===== src/rtl/scr1_dmem_sram.sv =====
// Data-memory to single-port SRAM bridge with fixed one-cycle response latency.
// Optional build macro: SCR1_DMEM_SRAM_MISALIGN_CHK_EN
//   defined   -> misaligned HWORD/WORD accesses are answered with RDY_ER, no SRAM access
//   undefined -> misaligned HWORD/WORD accesses are silently forced to natural alignment
//
// state     | meaning
// ----------+---------------------------------------------
// ST_IDLE   | no response pending, dmem_resp = NOTRDY
// ST_RESP   | response for last accepted request due now

package scr1_dmem_sram_pkg;
    localparam int SCR1_DMEM_AWIDTH = 32;
    localparam int SCR1_DMEM_DWIDTH = 32;

    typedef enum logic [1:0] {
        SCR1_MEM_CMD_RD    = 2'b00,
        SCR1_MEM_CMD_WR    = 2'b01,
        SCR1_MEM_CMD_ERROR = 2'b11
    } type_scr1_mem_cmd_e;

    typedef enum logic [1:0] {
        SCR1_MEM_WIDTH_BYTE  = 2'b00,
        SCR1_MEM_WIDTH_HWORD = 2'b01,
        SCR1_MEM_WIDTH_WORD  = 2'b10,
        SCR1_MEM_WIDTH_ERROR = 2'b11
    } type_scr1_mem_width_e;

    typedef enum logic [1:0] {
        SCR1_MEM_RESP_NOTRDY = 2'b00,
        SCR1_MEM_RESP_RDY_OK = 2'b01,
        SCR1_MEM_RESP_RDY_ER = 2'b10
    } type_scr1_mem_resp_e;
endpackage

module scr1_dmem_sram
    import scr1_dmem_sram_pkg::*;
#(
    parameter int SCR1_SRAM_AWIDTH = 14
) (
    input  logic                          clk,
    input  logic                          rst,
    output logic                          dmem_req_ack,
    input  logic                          dmem_req,
    input  type_scr1_mem_cmd_e            dmem_cmd,
    input  type_scr1_mem_width_e          dmem_width,
    input  logic [SCR1_DMEM_AWIDTH-1:0]   dmem_addr,
    input  logic [SCR1_DMEM_DWIDTH-1:0]   dmem_wdata,
    output logic [SCR1_DMEM_DWIDTH-1:0]   dmem_rdata,
    output type_scr1_mem_resp_e           dmem_resp,
    input  logic                          sram_gnt,
    output logic                          sram_ce,
    output logic                          sram_we,
    output logic [3:0]                    sram_be,
    output logic [SCR1_SRAM_AWIDTH-1:0]   sram_addr,
    output logic [31:0]                   sram_wdata,
    input  logic [31:0]                   sram_rdata
);

    typedef enum logic {
        ST_IDLE = 1'b0,
        ST_RESP = 1'b1
    } state_e;

    state_e               state_q, state_d;
    logic                 err_q, err_d;
    logic                 wr_q, wr_d;
    type_scr1_mem_width_e width_q, width_d;
    logic [1:0]           off_q, off_d;

    logic                 req_err;
    logic                 misalign;
    logic                 accept;
    logic [1:0]           req_off;
    logic [31:0]          rd_shift;

    // Upper address bits beyond the SRAM window are intentionally ignored.
    logic unused_addr_hi;
    assign unused_addr_hi = ^dmem_addr[SCR1_DMEM_AWIDTH-1:SCR1_SRAM_AWIDTH+2];

    // Request decode: error classification, byte lanes, lane placement, handshake.
    always_comb begin
        misalign   = 1'b0;
`ifdef SCR1_DMEM_SRAM_MISALIGN_CHK_EN
        misalign   = ((dmem_width == SCR1_MEM_WIDTH_HWORD) && dmem_addr[0])
                   || ((dmem_width == SCR1_MEM_WIDTH_WORD) && (dmem_addr[1:0] != 2'b00));
`endif
        req_err    = ((dmem_cmd != SCR1_MEM_CMD_RD) && (dmem_cmd != SCR1_MEM_CMD_WR))
                   || (dmem_width == SCR1_MEM_WIDTH_ERROR) || misalign;

        sram_be    = 4'b0000;
        req_off    = 2'b00;
        sram_wdata = dmem_wdata;
        case (dmem_width)
            SCR1_MEM_WIDTH_BYTE: begin
                sram_be    = 4'b0001 << dmem_addr[1:0];
                req_off    = dmem_addr[1:0];
                sram_wdata = {4{dmem_wdata[7:0]}};
            end
            SCR1_MEM_WIDTH_HWORD: begin
                // addr[0] is dropped here, which is what forces alignment when unchecked
                sram_be    = dmem_addr[1] ? 4'b1100 : 4'b0011;
                req_off    = {dmem_addr[1], 1'b0};
                sram_wdata = {2{dmem_wdata[15:0]}};
            end
            SCR1_MEM_WIDTH_WORD: begin
                sram_be    = 4'b1111;
                req_off    = 2'b00;
                sram_wdata = dmem_wdata;
            end
            default: ;
        endcase

        sram_addr    = dmem_addr[SCR1_SRAM_AWIDTH+1:2];
        dmem_req_ack = ~rst & (sram_gnt | req_err);
        accept       = dmem_req & dmem_req_ack;
        sram_ce      = accept & ~req_err;
        sram_we      = sram_ce & (dmem_cmd == SCR1_MEM_CMD_WR);
    end

    // Next-state and response-context capture; context only changes on accept.
    always_comb begin
        state_d = accept ? ST_RESP : ST_IDLE;
        err_d   = err_q;
        wr_d    = wr_q;
        width_d = width_q;
        off_d   = off_q;
        if (accept) begin
            err_d   = req_err;
            wr_d    = (dmem_cmd == SCR1_MEM_CMD_WR);
            width_d = dmem_width;
            off_d   = req_off;
        end
    end

    // State and context registers, synchronous reset drops any pending response.
    always_ff @(posedge clk) begin
        if (rst) begin
            state_q <= ST_IDLE;
            err_q   <= 1'b0;
            wr_q    <= 1'b0;
            width_q <= SCR1_MEM_WIDTH_BYTE;
            off_q   <= 2'b00;
        end else begin
            state_q <= state_d;
            err_q   <= err_d;
            wr_q    <= wr_d;
            width_q <= width_d;
            off_q   <= off_d;
        end
    end

    // Response formatting; gated by rst so a pending response never leaks during reset.
    always_comb begin
        dmem_resp  = SCR1_MEM_RESP_NOTRDY;
        dmem_rdata = '0;
        rd_shift   = sram_rdata >> {off_q, 3'b000};
        if (!rst && (state_q == ST_RESP)) begin
            if (err_q) begin
                dmem_resp = SCR1_MEM_RESP_RDY_ER;
            end else begin
                dmem_resp = SCR1_MEM_RESP_RDY_OK;
                if (!wr_q) begin
                    case (width_q)
                        SCR1_MEM_WIDTH_BYTE:  dmem_rdata = {24'h0, rd_shift[7:0]};
                        SCR1_MEM_WIDTH_HWORD: dmem_rdata = {16'h0, rd_shift[15:0]};
                        default:              dmem_rdata = rd_shift;
                    endcase
                end
            end
        end
    end

endmodule


===== config.mk =====
export PLATFORM = sky130hd
export DESIGN_NAME = scr1_dmem_sram
export DESIGN_NICKNAME = d
export VERILOG_FILES = /design/src/rtl/scr1_dmem_sram.sv
export SDC_FILE = /design/constraint.sdc
export NUM_CORES = 1
export LEC_CHECK = 0
export BUFFER_PORTS_ARGS = -buffer_cell sky130_fd_sc_hd__buf_2
export CAP_MARGIN = 10
export CORE_AREA = 2 2 73 75
export CTS_CLUSTER_DIAMETER = 80
export CTS_CLUSTER_SIZE = 30
export DETAILED_ROUTE_END_ITERATION = 6
export DIE_AREA = 0 0 75 77
export PLACE_DENSITY_LB_ADDON = 0.12
export SYNTH_ARGS = -nofsm -noshare
export SYNTH_HDL_FRONTEND = slang
export SYNTH_SLANG_ARGS = --single-unit
export TNS_END_PERCENT = 50

===== constraint.sdc =====
create_clock -name clk -period 2.1 [get_ports clk]
set_clock_uncertainty 0.05 [all_clocks]
set_input_delay 0.105 -clock clk [delete_from_list [all_inputs] [get_ports clk]]
set_output_delay 0.105 -clock clk [all_outputs]
set_load 0.02 [all_outputs]

==> run metrics, run 1 <==
root buffer selected by CTS clkbuf_8; GP Congestion 0.790; Worst-Margin Slew 0.804 ns; CTS buffer count 3; CTS tree done; Final period util 0.999; H-tree levels 1; most frequent cells in the layout buf_2 (131), a211oi_1 (31), buf_4 (21); fmax approximately 480 MHz; Cell Count, Final, Fillers Out 398; Reg2Reg Depth 2; CP Launch Type flop; max incr delay on CP 0.54 ns; first-pass GRT wire length 7.47 mm; gr usage total 0.159; IR drop worst, VDD 0.000202 V; slew margin rel. 0.462; cell row count 26; CP max stage cell or4b_4; Post-Route WL 5.11 mm; Worst Setup End Kind output pin; P per Cell Area around 330 nW/µm²; RSZ-0062 raised after global routing true; Min Clock Period, post-route 2.10 ns; sequential area share after synthesis 0.0921; post-layout util 0.457; Final #Nets 433; CP cell instances or4b_4 -> or3b_4 -> buf_6 -> nor2_1 -> buf_4; Post-Place Cells 393; # diodes 0; clk slew on worst S/H paths 0.04 ns; fraction of registers with async set/reset 0; GRT Residual Overflow 0; Starting Density 0.306; # setup viols final 0; Core ar. 4980 µm²; clk_lat worst skew 0.22 ns; Clock Tree Buf Depth 2; post-synth top area share 0.153; violation count after the first detailed-route iteration 50; Final Instance Area 2270 µm²; commonest non-fill, non-tap cell in the layout buf_2; dpl ws 0.151 ns; final number of hold-violating endpoints 0; R2R setup slack a little under 1 ns; Synth Register Bits 7; Post-DP Area ~2200 µm²; die area 5780 µm²; DP HPWL 4.03 mm; DRT Pass-1 Iters 4; cell type with the largest total area after synthesis a211oi_1; share of cells above drive strength 1 0.558; Synth area leaders a211oi_1 (15%), mux2i_1 (12%), mux2_2 (12%); vias in the first global route between 1500 and 2000; kind of critical path reg -> out; WHS Path Cells 2; synthesized area approximately 1500 µm²; Slew Limit Fails 0; Area Overhead vs Synth 49.3%; Max Cap Violations 0; IO buf count 146; syn_nets 314; DRC Markers 0; CP Max Fanout 8; TritonCTS Sinks 7; largest net degree at the start of global routing 49; hold crit path type in -> reg; Avg WL per Cell 12.8 µm; ANT nets after route 0; Leak 1.15 nW; top-level I/O count around 190; Final Worst Setup Slack 0.00291 ns; library cells used by synthesis 29; Filler Cells Inserted 545; number of synthesized flops with an enable pin 0; status finished clean; via count 1917; chip width 75 µm; Synth Instances 210; Mapped Avg Cell Area 7.25 µm²; Ys Warns 0; Setup TNS 0 ns; initial antenna violation count 0; die height 77 µm; Post-CTS Repair Setup Buffers 0; WP data arrival 1.94 ns; vias per std cell slightly below 5; Synth Flop Type dfxtp_1; CP required 1.95 ns
## state kept, by name (all words and copies together) (netlist names)
signal,cells
err_q,1
width_q,2
state_q,1
off_q,2
wr_q,1
## per-layer routing
metal / up-vias / share of wire / global-route usage
met5: - / 0 / 0
met4: 0 / 0.013 / 0.0321
met3: 10 / 0.11 / 0.0512
met2: 99 / 0.47 / 0.281
met1: 834 / 0.40 / 0.184
li1: 974 / - / -
## final cells by class
class,instances,area (µm²),share of cell area
inverter,4,15.0,0.00661
sequential,7,143,0.0628
multi-input combinational,159,1140,0.501
tap,70,87.6,0.0385
clock buffer,4,45.0,0.0198
timing repair buffer,154,845,0.372
## synth_stat cells (all sizes together) (2+ instances only)
cell	number
a21oi	2
mux2	16
o21a	4
o21ai	12
and3	3
buf	29
mux2i	18
a211oi	31
nor2	21
a31o	2
clkbuf	11
inv	4
nand2b	8
nor3b	3
dfxtp	7
o211ai	3
nor2b	16
nand2	12
## worst paths after layout
check | start | endpoint
max | wr_q | dmem_rdata[20]
min | rst | err_q
max reg2reg | off_q[1] | off_q[1]
min reg2reg | wr_q | wr_q
## worst max-delay path, delay by kind of cell (launching register included)
| kind | cells | cell delay, ns |
|---|---|---|
| buf+inv | 2 | 0.32 |
| flops | 1 | 0.31 |
| simple gates | 3 | 1.10 |
## through the flow
stage	hold WS, ns	power [mW]
floorplan	0.127	0.438
global placement	0.160	0.556
detailed placement	0.160	0.556
global route	0.0824	0.787
finish	0.0742	0.741
CTS	0.0732	0.743
## power breakdown
| group | internal (mW) | switching [mW] | total (mW) |
|---|---|---|---|
| clock | 0.131 | 0.0549 | 0.186 |
| combinational | 0.180 | 0.228 | 0.408 |
| sequential | 0.141 | 0.00648 | 0.148 |
| total | 0.452 | 0.289 | 0.741 |
## what timing repair did
| action | in CTS | in global routing |
|---|---|---|
| endpoints found under the setup margin | 18 | 17 |
| hold buffers | 0 | 0 |
| pin swaps | 2 | 0 |
| gates resized for setup | 5 | 19 |
| gates cloned | 1 | 0 |
## cell families after synthesis
logic type	share of synthesized area
AO/OA/AOI/OAI	0.266
buffers and inverters	0.174
flip-flops	0.0921
multiplexers	0.237
AND/OR/NAND/NOR	0.231
Note: power is estimated with default switching activity, not from simulation.
==> inputs of run 2 (changes only) <==
--- a/config.mk
+++ b/config.mk
@@ -5,13 +5,14 @@
 export SDC_FILE = /design/constraint.sdc
 export NUM_CORES = 1
 export LEC_CHECK = 0
+export ABC_AREA = 1
 export BUFFER_PORTS_ARGS = -buffer_cell sky130_fd_sc_hd__buf_2
 export CAP_MARGIN = 10
-export CORE_AREA = 2 2 73 75
+export CORE_AREA = 2 2 74 76
 export CTS_CLUSTER_DIAMETER = 80
 export CTS_CLUSTER_SIZE = 30
 export DETAILED_ROUTE_END_ITERATION = 6
-export DIE_AREA = 0 0 75 77
+export DIE_AREA = 0 0 76 78
 export PLACE_DENSITY_LB_ADDON = 0.12
 export SYNTH_ARGS = -nofsm -noshare
 export SYNTH_HDL_FRONTEND = slang
==> run metrics, run 2 <==
Final #Nets 529; share of cells above drive strength 1 0.403; # diodes 0; most frequent cells in the layout buf_2 (146), nand2_1 (142), nand3_1 (30); IR drop worst, VDD 0.000207 V; cell row count 26; Worst-Margin Slew 0.672 ns; commonest cells in the netlist nand2_1 (142), nand3_1 (30), buf_4 (26); Hold Path End wr_q; RSZ-0062 raised after global routing false; CP Max Fanout 18; syn_nets around 410; Post-CTS Repair Setup Buffers 0; Core ar. just over 5000 µm²; ANT nets after route 0; Power Total 0.788 mW; CP Launch Type flop; Leak 1.42 nW; hold_buf cts 0; post-cts resize count 0; first-pass GRT wire length about 9.4 mm; Synth Register Bits 7; GP Congestion roughly 0.76; most frequent cell after synthesis nand2_1; Max Cap Violations 0; GRT Residual Overflow 0; top-level I/O count 191; DP HPWL 4.58 mm; Avg WL per Cell 11.3 µm; Ys Warns 0; vias per std cell 4.53; Synth Instances around 300; Starting Density 0.307; Slew Limit Fails 0; violation count after the first detailed-route iteration 78; post-synth top area share 0.345; HP Start rst; WP data arrival 1.53 ns; Min Clock Period, post-route 1.69 ns; library cells used by synthesis 24; Setup TNS 0 ns; Post-Route WL 5.59 mm; die area between 5000 and 6000 µm²; clk slew on worst S/H paths around 0.04 ns; Reg2Reg Launch Point off_q[0]; gr usage total 0.188; slew margin rel. 0.549; WHS Path Cells 2; fmax 592 MHz; fraction of registers with async set/reset 0; P per Cell Area 358 nW/µm²; chip width 76 µm; Final period util 0.804; kind of critical path reg -> out; Synth area leaders nand2_1 (34%), buf_4 (13%), nand3_1 (9.7%); cell type with the largest total area after synthesis nand2_1; root buffer selected by CTS clkbuf_8; DRC Markers 0; commonest non-fill, non-tap cell in the layout buf_2; clk_lat worst skew 0.22 ns; sequential area share after synthesis 0.0906; Clock Tree Buf Depth 2; DRT Pass-1 Iters 4; H-tree levels 1; post-layout util 0.436; CTS tree done; initial antenna violation count 0; Synth Flop Type dfxtp_1; Area Overhead vs Synth 42.3%; Final Instance Area 2200 µm²; TritonCTS Sinks 7; status finished clean; Hold WS 0.0117 ns; die height 78 µm; number of synthesized flops with an enable pin 0; largest net degree at the start of global routing 25; synthesized area 1550 µm²; hold crit path type in -> reg; Reg2Reg Depth 5; worst r2r dst off_q[0]; IO buf count 146; CP required 1.95 ns; Worst Setup End Kind output pin; CTS buffer count 3; R2R setup slack 0.96 ns; # setup viols final 0; via count 2238; final number of hold-violating endpoints 0; vias in the first global route 2141; Regs by FF count off_q: 2 flops, width_q: 2 flops; Mapped Avg Cell Area 5.04 µm²; Post-DP Area 2160 µm²
run 2: cells by family after synthesis:
logic type	count (synthesis)	share of synthesized area
flops	7	0.0906
buf+inv	59	0.219
compound gates	29	0.107
simple gates	212	0.583
run 2: worst max-delay path by stage:
stage	to	startpoint	slack (ns)	depth (start not counted)
after global placement	dmem_rdata[16]	rst	0.61	7
after floorplan	dmem_rdata[6]	off_q[0]	0.77	7
after global routing	dmem_rdata[11]	off_q[0]	0.25	7
final	dmem_rdata[16]	off_q[1]	0.41	4
after CTS	dmem_rdata[16]	off_q[1]	0.38	4
after detailed placement	dmem_rdata[16]	rst	0.61	7
run 2: final cells by class:
cell class,instances,area (µm²)
Fill cell,572,2840
Multi-Input combinational cell,241,1070
Timing Repair Buffer,151,781
Sequential cell,7,140
Tap cell,70,87.6
Inverter,21,80.1
Clock buffer,4,45.0
run 2: critical path: stages (launching register included):
cell	delay (ns)
dfxtp_1	0.31
inv_2	0.27
nand3_4	0.30
a21oi_1	0.23
buf_2	0.20
run 2: where the power goes:
group | switching (mW) | internal [mW] | leakage, nW | total, mW
combinational | 0.287 | 0.167 | 1.34 | 0.454
sequential | 0.00670 | 0.142 | 0.0576 | 0.149
clock | 0.0541 | 0.131 | 0.0228 | 0.185
total | 0.348 | 0.440 | 1.42 | 0.788
run 2: per-layer routing:
metal | part of all wire | GRT usage | up-vias | wire (µm)
met5 | 0 | 0 | - | 0
met4 | 0.0075 | 0.0436 | 0 | 42
met3 | 0.078 | 0.0407 | 6 | 437
met2 | 0.51 | 0.371 | 103 | 2870
met1 | 0.40 | 0.204 | 951 | 2240
li1 | - | - | 1178 | -
run 2: through the flow:
stage / worst slack, ns / std cells
2_1_floorplan: 0.768 / 307
3_3_place_gp: 0.611 / 490
3_5_place_dp: 0.614 / 490
4_1_cts: 0.384 / 494
5_1_grt: 0.253 / 494
6_report: 0.412 / 494
